## config.mk

```make
export PLATFORM = sky130hd
export DESIGN_NAME = ctr_load_sched
export DESIGN_NICKNAME = d
export VERILOG_FILES = /design/src/rtl/ctr_load_sched.sv
export SDC_FILE = /design/constraint.sdc
export NUM_CORES = 1
export LEC_CHECK = 0
export CORE_UTILIZATION = 35
export DETAILED_ROUTE_END_ITERATION = 10
export PLACE_DENSITY = 0.66
export SLEW_MARGIN = 20
export SYNTH_ARGS = -nofsm -noshare
export SYNTH_HDL_FRONTEND = slang
export SYNTH_SLANG_ARGS = --single-unit
```

## constraint.sdc

```tcl
create_clock -name cp -period 1.4 [get_ports cp]
set_input_delay 0.21 -clock cp [delete_from_list [all_inputs] [get_ports cp]]
set_output_delay 0.21 -clock cp [all_outputs]
set_load 0.02 [all_outputs]
```

## src/rtl/ctr_load_sched.sv

```systemverilog
// ---------------------------------------------------------------------------
// ctr_load_sched
//
// Controller for a cascade of STAGES 74161-style 4-bit synchronous counters.
// It sequences the count enables of the video timing chain, forces modulo-N
// operation by reloading wrap_val at terminal count, and arbitrates the single
// parallel-load port between that periodic wrap reload and a host preset.
//
// Parameters
//   STAGES  number of cascaded 4-bit stages (data width W = 4*STAGES)
//   WCNT_W  width of the wrap event counter
//
// Ports
//   cp          clock, rising edge
//   mr          asynchronous active-high reset
//   run         level, 1 = chain should count
//   tc_in       terminal count of the last stage (already gated by cet)
//   wrap_val    start value reloaded at each wrap
//   host_req    host load request (level)
//   host_val    value loaded for the host, sampled at acceptance
//   host_ack    pulse: the host load happens on this cycle's edge
//   pe_n        parallel-load enable to all stages, active low
//   p           parallel data, nibble k drives stage k
//   cep, cet    count enables (parallel / trickle into stage 0)
//   wrap_pulse  pulse on each wrap reload
//   wrap_cnt    wraps since reset, rolls over
//   busy        high while a host load is loading or settling
//
// Build option
//   CTR_LOAD_SCHED_ONESHOT_EN: when defined, each wrap parks the chain at
//   wrap_val in ONESHOT_STOP until run is toggled 0->1. When undefined the
//   chain wraps continuously and ONESHOT_STOP does not exist.
// ---------------------------------------------------------------------------
module ctr_load_sched #(
  parameter  int STAGES = 2,
  parameter  int WCNT_W = 8,
  localparam int W      = 4 * STAGES
) (
  input  logic              cp,
  input  logic              mr,
  input  logic              run,
  input  logic              tc_in,
  input  logic [W-1:0]      wrap_val,
  input  logic              host_req,
  input  logic [W-1:0]      host_val,
  output logic              host_ack,
  output logic              pe_n,
  output logic [W-1:0]      p,
  output logic              cep,
  output logic              cet,
  output logic              wrap_pulse,
  output logic [WCNT_W-1:0] wrap_cnt,
  output logic              busy
);

  typedef enum logic [2:0] {
    S_IDLE,
    S_RUN,
    S_HLOAD,
    S_SETTLE
`ifdef CTR_LOAD_SCHED_ONESHOT_EN
    , S_ONESHOT_STOP
`endif
  } state_t;

  state_t            state_q, state_d;
  logic [W-1:0]      host_val_q, host_val_d;
  logic              armed_q, armed_d;
  logic [WCNT_W-1:0] wrap_cnt_q, wrap_cnt_d;
  logic              accept;
  logic              wrap;
`ifdef CTR_LOAD_SCHED_ONESHOT_EN
  // Remembers that a host load was taken from ONESHOT_STOP so SETTLE can
  // return there instead of starting a new sweep.
  logic              from_stop_q, from_stop_d;
`endif

  // A wrap only happens while the chain is actually enabled (RUN).
  assign wrap = (state_q == S_RUN) && tc_in;

  // Host requests are only taken from the resting/counting states, and only
  // once per request assertion (armed re-sets when host_req drops).
`ifdef CTR_LOAD_SCHED_ONESHOT_EN
  assign accept = host_req && armed_q &&
                  ((state_q == S_IDLE) || (state_q == S_RUN) ||
                   (state_q == S_ONESHOT_STOP));
`else
  assign accept = host_req && armed_q &&
                  ((state_q == S_IDLE) || (state_q == S_RUN));
`endif

  // NOTE: every variable assigned in an always_comb gets a default first, so
  // no path through the block can leave it unassigned and infer a latch.
  always_comb begin
    state_d    = state_q;
    host_val_d = host_val_q;
    armed_d    = armed_q;
    wrap_cnt_d = wrap_cnt_q;
`ifdef CTR_LOAD_SCHED_ONESHOT_EN
    from_stop_d = from_stop_q;
`endif

    if (!host_req) armed_d = 1'b1;
    if (wrap)      wrap_cnt_d = wrap_cnt_q + WCNT_W'(1);

    if (accept) begin
      // Host acceptance wins over run-driven transitions on the same edge.
      host_val_d = host_val;
      armed_d    = 1'b0;
      state_d    = S_HLOAD;
`ifdef CTR_LOAD_SCHED_ONESHOT_EN
      from_stop_d = (state_q == S_ONESHOT_STOP);
`endif
    end else begin
      case (state_q)
        S_IDLE:   if (run) state_d = S_RUN;
        S_RUN: begin
          if (!run) state_d = S_IDLE;
`ifdef CTR_LOAD_SCHED_ONESHOT_EN
          else if (wrap) state_d = S_ONESHOT_STOP;
`endif
        end
        S_HLOAD:  state_d = S_SETTLE;
        S_SETTLE: begin
          if (!run) state_d = S_IDLE;
`ifdef CTR_LOAD_SCHED_ONESHOT_EN
          else if (from_stop_q) state_d = S_ONESHOT_STOP;
`endif
          else state_d = S_RUN;
        end
`ifdef CTR_LOAD_SCHED_ONESHOT_EN
        S_ONESHOT_STOP: if (!run) state_d = S_IDLE;
`endif
        default:  state_d = S_IDLE;
      endcase
    end
  end

  // NOTE: sequential state uses non-blocking assignments so every register
  // samples the pre-edge values regardless of statement order.
  always_ff @(posedge cp or posedge mr) begin
    if (mr) begin
      state_q    <= S_IDLE;
      host_val_q <= '0;
      armed_q    <= 1'b1;
      wrap_cnt_q <= '0;
`ifdef CTR_LOAD_SCHED_ONESHOT_EN
      from_stop_q <= 1'b0;
`endif
    end else begin
      state_q    <= state_d;
      host_val_q <= host_val_d;
      armed_q    <= armed_d;
      wrap_cnt_q <= wrap_cnt_d;
`ifdef CTR_LOAD_SCHED_ONESHOT_EN
      from_stop_q <= from_stop_d;
`endif
    end
  end

  // Outputs are decoded from the current state, so an asynchronous reset
  // drops the enables and the load strobe immediately.
  always_comb begin
    cep        = (state_q == S_RUN);
    cet        = (state_q == S_RUN);
    busy       = (state_q == S_HLOAD) || (state_q == S_SETTLE);
    pe_n       = 1'b1;
    p          = wrap_val;
    host_ack   = 1'b0;
    wrap_pulse = 1'b0;
    if (state_q == S_HLOAD) begin
      pe_n     = 1'b0;
      p        = host_val_q;
      host_ack = 1'b1;
    end else if (wrap) begin
      pe_n       = 1'b0;
      wrap_pulse = 1'b1;
    end
  end

  assign wrap_cnt = wrap_cnt_q;

endmodule

```

# [Yosys cells after proc, flatten, opt, wreduce, memory -nomap -nowiden]
# Cells that the tools add are included.
[word_totals] ff_bits=20 in_bits=21 out_inout_bits=22 wordCells=31
[classes] addsub=1 eq_ne=6 n_mux=13 reduce_logical=7
[ops] cell="$pmux W3 S4" n=1
[ops] cell="$mux W3" n=3
[ops] cell="$add A8 B1 Y8 const B" n=1
[ops] cell="$mux W1" n=8
[ops] cell="$mux W8" n=1
[ops] cell="$eq A3 B2 Y1 const B" n=2
[ops] cell="$eq A3 B1 Y1 const B" n=1
[ops] cell="$logic_and A1 B1 Y1" n=3
[ops] cell="$logic_not A3 Y1" n=1
[ops] cell="$ne A3 B2 Y1 const B" n=1
[ops] cell="$ne A3 B3 Y1 const B" n=1
[ops] cell="$logic_or A1 B1 Y1" n=2
[ops] cell="$ne A2 B1 Y1 const B" n=1
[ops] cell="$reduce_and A2 Y1" n=1

# [Depth between registers and ports, before layout]
[logic_depth] depth_word=5 depth_mapped=4

# [Worst setup path before layout]
# OpenSTA, ideal clock, no wires.
[synth_path] kind="register to output" start="reg state_q[0]" end="out pe_n" arrival_time_ns=1.164 setup_slack_ns=0.026 path_stages_with_launch=4 cell_sequence="dfrtp_1 > nand2b_1 > clkinv_1 > nor2_1"
[synth_via] elab_chain_len=4
[synth_lines] element="from (decl)" line_no="66" rtl="state_t state_q, state_d;"
[synth_lines] element="from (signal assigned)" line_no="151" rtl="state_q <= state_d;"
[synth_lines] element="$eq A3 B1 Y1" line_no="79" rtl="assign wrap = (state_q == S_RUN) && tc_in;"
[synth_lines] element="$logic_and A1 B1 Y1" line_no="79"
[synth_lines] element="$mux W1" line_no="175" rtl="end else if (wrap) begin"
[synth_lines] element="$mux W1 (*)" line_no="171" rtl="if (state_q == S_HLOAD) begin"
[synth_lines] element="to (decl)" line_no="47" rtl="output logic pe_n,"
# Mark *: on every way between the ends. The rest lies on a longest branch, timed or not.

# [Worst setup path after layout]
[layout_path] start="reg state_q[1]" end="out pe_n"
# Same word-level chain as after synthesis.

==> impl_results.md <==
- Routed Antenna Nets: 0
- Placement Rows: 18
- Initial core utilization: 0.377
- Synth cell count leaders: nand2_1 (34), dfrtp_1 (18), mux2_4 (8)
- CP max stage cell: dfrtp_1
- Area Growth Syn to Fin: 63.7%
- Port bufs: 42
- PwrDens: 1820 mW/mm^2
- Placeable Area: 0.00252 sq mm
- Dpl ws: -334 ps
- CP cell instances: buf_6 > nand3b_4 > inv_4 > nor2_2 > buf_6
- EDFF count, synth: 0
- Final WS setup: -73.9 ps
- RSZ-0062 raised after global routing: yes
- Die area: 0.00293 sq mm
- DP Wirelength: 1550 um
- Post-synth top area share: 0.473
- CTS Buf Count: 3
- Syn_nets: 111
- Seq/Total Area, Yosys: 0.501
- Measured slew at the worst slew-check pin: 261 ps
- Max-slew violations: 0
- H-tree depth: 1
- Tmin final: 1470 ps
- Post-CTS setup buffers: 0
- Setup crit start kind: flip-flop
- Non-Filler Instances: 171
- Post-synth cell types: 22
- Final Wtd Congestion: 0.796
- Synth Instances: 89
- Worst Setup End Kind: output pin
- Leakage: 0.000838 uW
- Vias in the first global route: 835
- IO Pins: 43
- Area leader, netlist: dfrtp_1
- TNS Setup: -596 ps
- Global-route wire length before repair: 3490 um
- Crit Path Category: flip-flop to output pin
- Critical-path maximum fanout: 5
- DR vias: 801
- Clock Sinks: 19
- Nets: 164
- Fmax achieved: 678 MHz
- Violated checks: negative setup slack
- Async SR Flop Fraction: 1.00
- Residual DRC count: 0
- Worst min path class: primary input to async pin
- CTS max path bufs: 2
- Final Cycle Share: 1.05
- CTS root buffer: clkbuf_4
- Die height: 54.2 um
- Final Hold Viols: 0
- CP Buf/Inv Count: 3
- Remaining global-route overflow: 0
- CP top delay family: flip-flops
- Placed insts: 167
- Req. time, crit path: 1190 ps
- Number of max-cap violations: 0
- # diodes: 0
- Share of layout cells above drive strength 1: 0.383
- Most common cell in the netlist: nand2_1
- Die W: 54.2 um
- Synth Flop Type: dfrtp_1
- Initial DRC count: 2
- Synth Register Bits: 19
- Synth top area cells: dfrtp_1 (47%), nand2_1 (13%), mux2_4 (13%)
- Worst-path clk slew: 100 ps
- Syn Area/Cell: 10.7 sq um
- Routed len/inst: 11.7 um
- YS warnings: 0
- Clock Skews: 1.53 ps
- # hold bufs at CTS: 0
- Pin count of the biggest net entering global routing: 20
- Total routing usage reported by global routing: 0.170
- Worst EP arrival: 1260 ps
- TritonCTS clock tree: done
- Via/cell ratio: 4.68
- Largest stage delay on the critical path: 430 ps
- CP dominant cell by count: buf_6
- Utilization after layout: 0.618
- Final WL: 2000 um
- Clock latency on the worst-skew pair: 290 ps
- Final count of negative-setup-slack endpoints: 12
- Synthesized cell area: 952 sq um
- Initial antenna violation count: 0
- Slew headroom: 0.825
- Max IR drop VDD: 1.06 mV
- Router iterations before antenna repair: 4
- Status: finished with violations
metal layers:
layer,track usage,share of wire,vias to the layer above
li1,-,-,391
met1,0.208,0.42,368
met2,0.274,0.49,38
met3,0.0367,0.075,4
met4,0.0897,0.017,0
met5,0,0,-
tightest hold or removal path, stage by stage:
cell,delay [ps]
clkdlybuf4s50_1,390
inv_1,50
buf_4,240
cells in the final DEF, fill, tap and decap left out, drive strengths merged:
| cell | synthesis | layout |
|---|---|---|
| nand2 | 34 | 34 |
| buf | 3 | 23 |
| clkdlybuf4s50 | 0 | 20 |
| dfrtp | 18 | 18 |
| mux2 | 8 | 8 |
| dlygate4sd2 | 0 | 8 |
| clkbuf | 1 | 5 |
| xnor2 | 4 | 4 |
| xor2 | 3 | 3 |
| nand4 | 3 | 3 |
| nand3b | 2 | 2 |
| nor3 | 2 | 2 |
| inv | 2 | 2 |
| nor2 | 2 | 2 |
| nand3 | 1 | 1 |
| nand2b | 1 | 1 |
| clkinv | 1 | 1 |
| and2b | 1 | 1 |
| and3 | 1 | 1 |
| ha | 1 | 1 |
| dfstp | 1 | 1 |
worst paths after layout:
kind	cells past startpoint	endpoint	startpoint	slack [ps]
worst min-delay path	3	wrap_cnt[3]	mr	220
min in group cp	3	state_q[0]	run	440
worst max register to register	5	wrap_cnt[7]	state_q[1]	90
worst max-delay path	5	pe_n	state_q[1]	-70
max in group asynchronous	3	armed_q	mr	930
worst min register to register	1	wrap_cnt[7]	wrap_cnt[7]	470
flip-flops by register name, summed over array words and instances (netlist names):
name / flops
wrap_cnt: 8
armed_q: 1
host_val_q: 8
state_q: 2
timing repair:
item	in CTS	in global routing
pin swaps	1	2
setup endpoints to repair	22	15
gates resized for setup	77	33
report_power, final:
part           total (uW)  internal (uW)  switching (uW)
combinational        1620            864             755
clock                 272            111             161
sequential            940            766             174
total                2830           1740            1090
through the flow:
| step | power, uW | hold slack, ps | cell area [sq um] |
|---|---|---|---|
| after floorplan | 1770 | 160 | 952 |
| after global placement | 2430 | 457 | 1460 |
| after detailed placement | 2450 | 462 | 1460 |
| after CTS | 2660 | 227 | 1460 |
| after global routing | 3030 | 247 | 1560 |
| final | 2830 | 218 | 1560 |
area by class of cell:
| class | instances | area (sq um) |
|---|---|---|
| fill | 231 | 963 |
| sequential | 19 | 477 |
| tap | 30 | 37.5 |
| clock buffer | 4 | 26.3 |
| timing repair buffer | 52 | 515 |
| inverter | 3 | 18.8 |
| multi-input combinational | 63 | 484 |
cells by family after synthesis:
| kind of cell | after synthesis | share of synthesized area |
|---|---|---|
| buffers and inverters | 7 | 0.0434 |
| adder cells (fa/ha/maj) | 1 | 0.0131 |
| XOR/XNOR | 7 | 0.0644 |
| AND/OR/NAND/NOR | 47 | 0.252 |
| flip-flops | 19 | 0.501 |
| multiplexers | 8 | 0.126 |
Note: power is estimated with default switching activity, not from simulation.
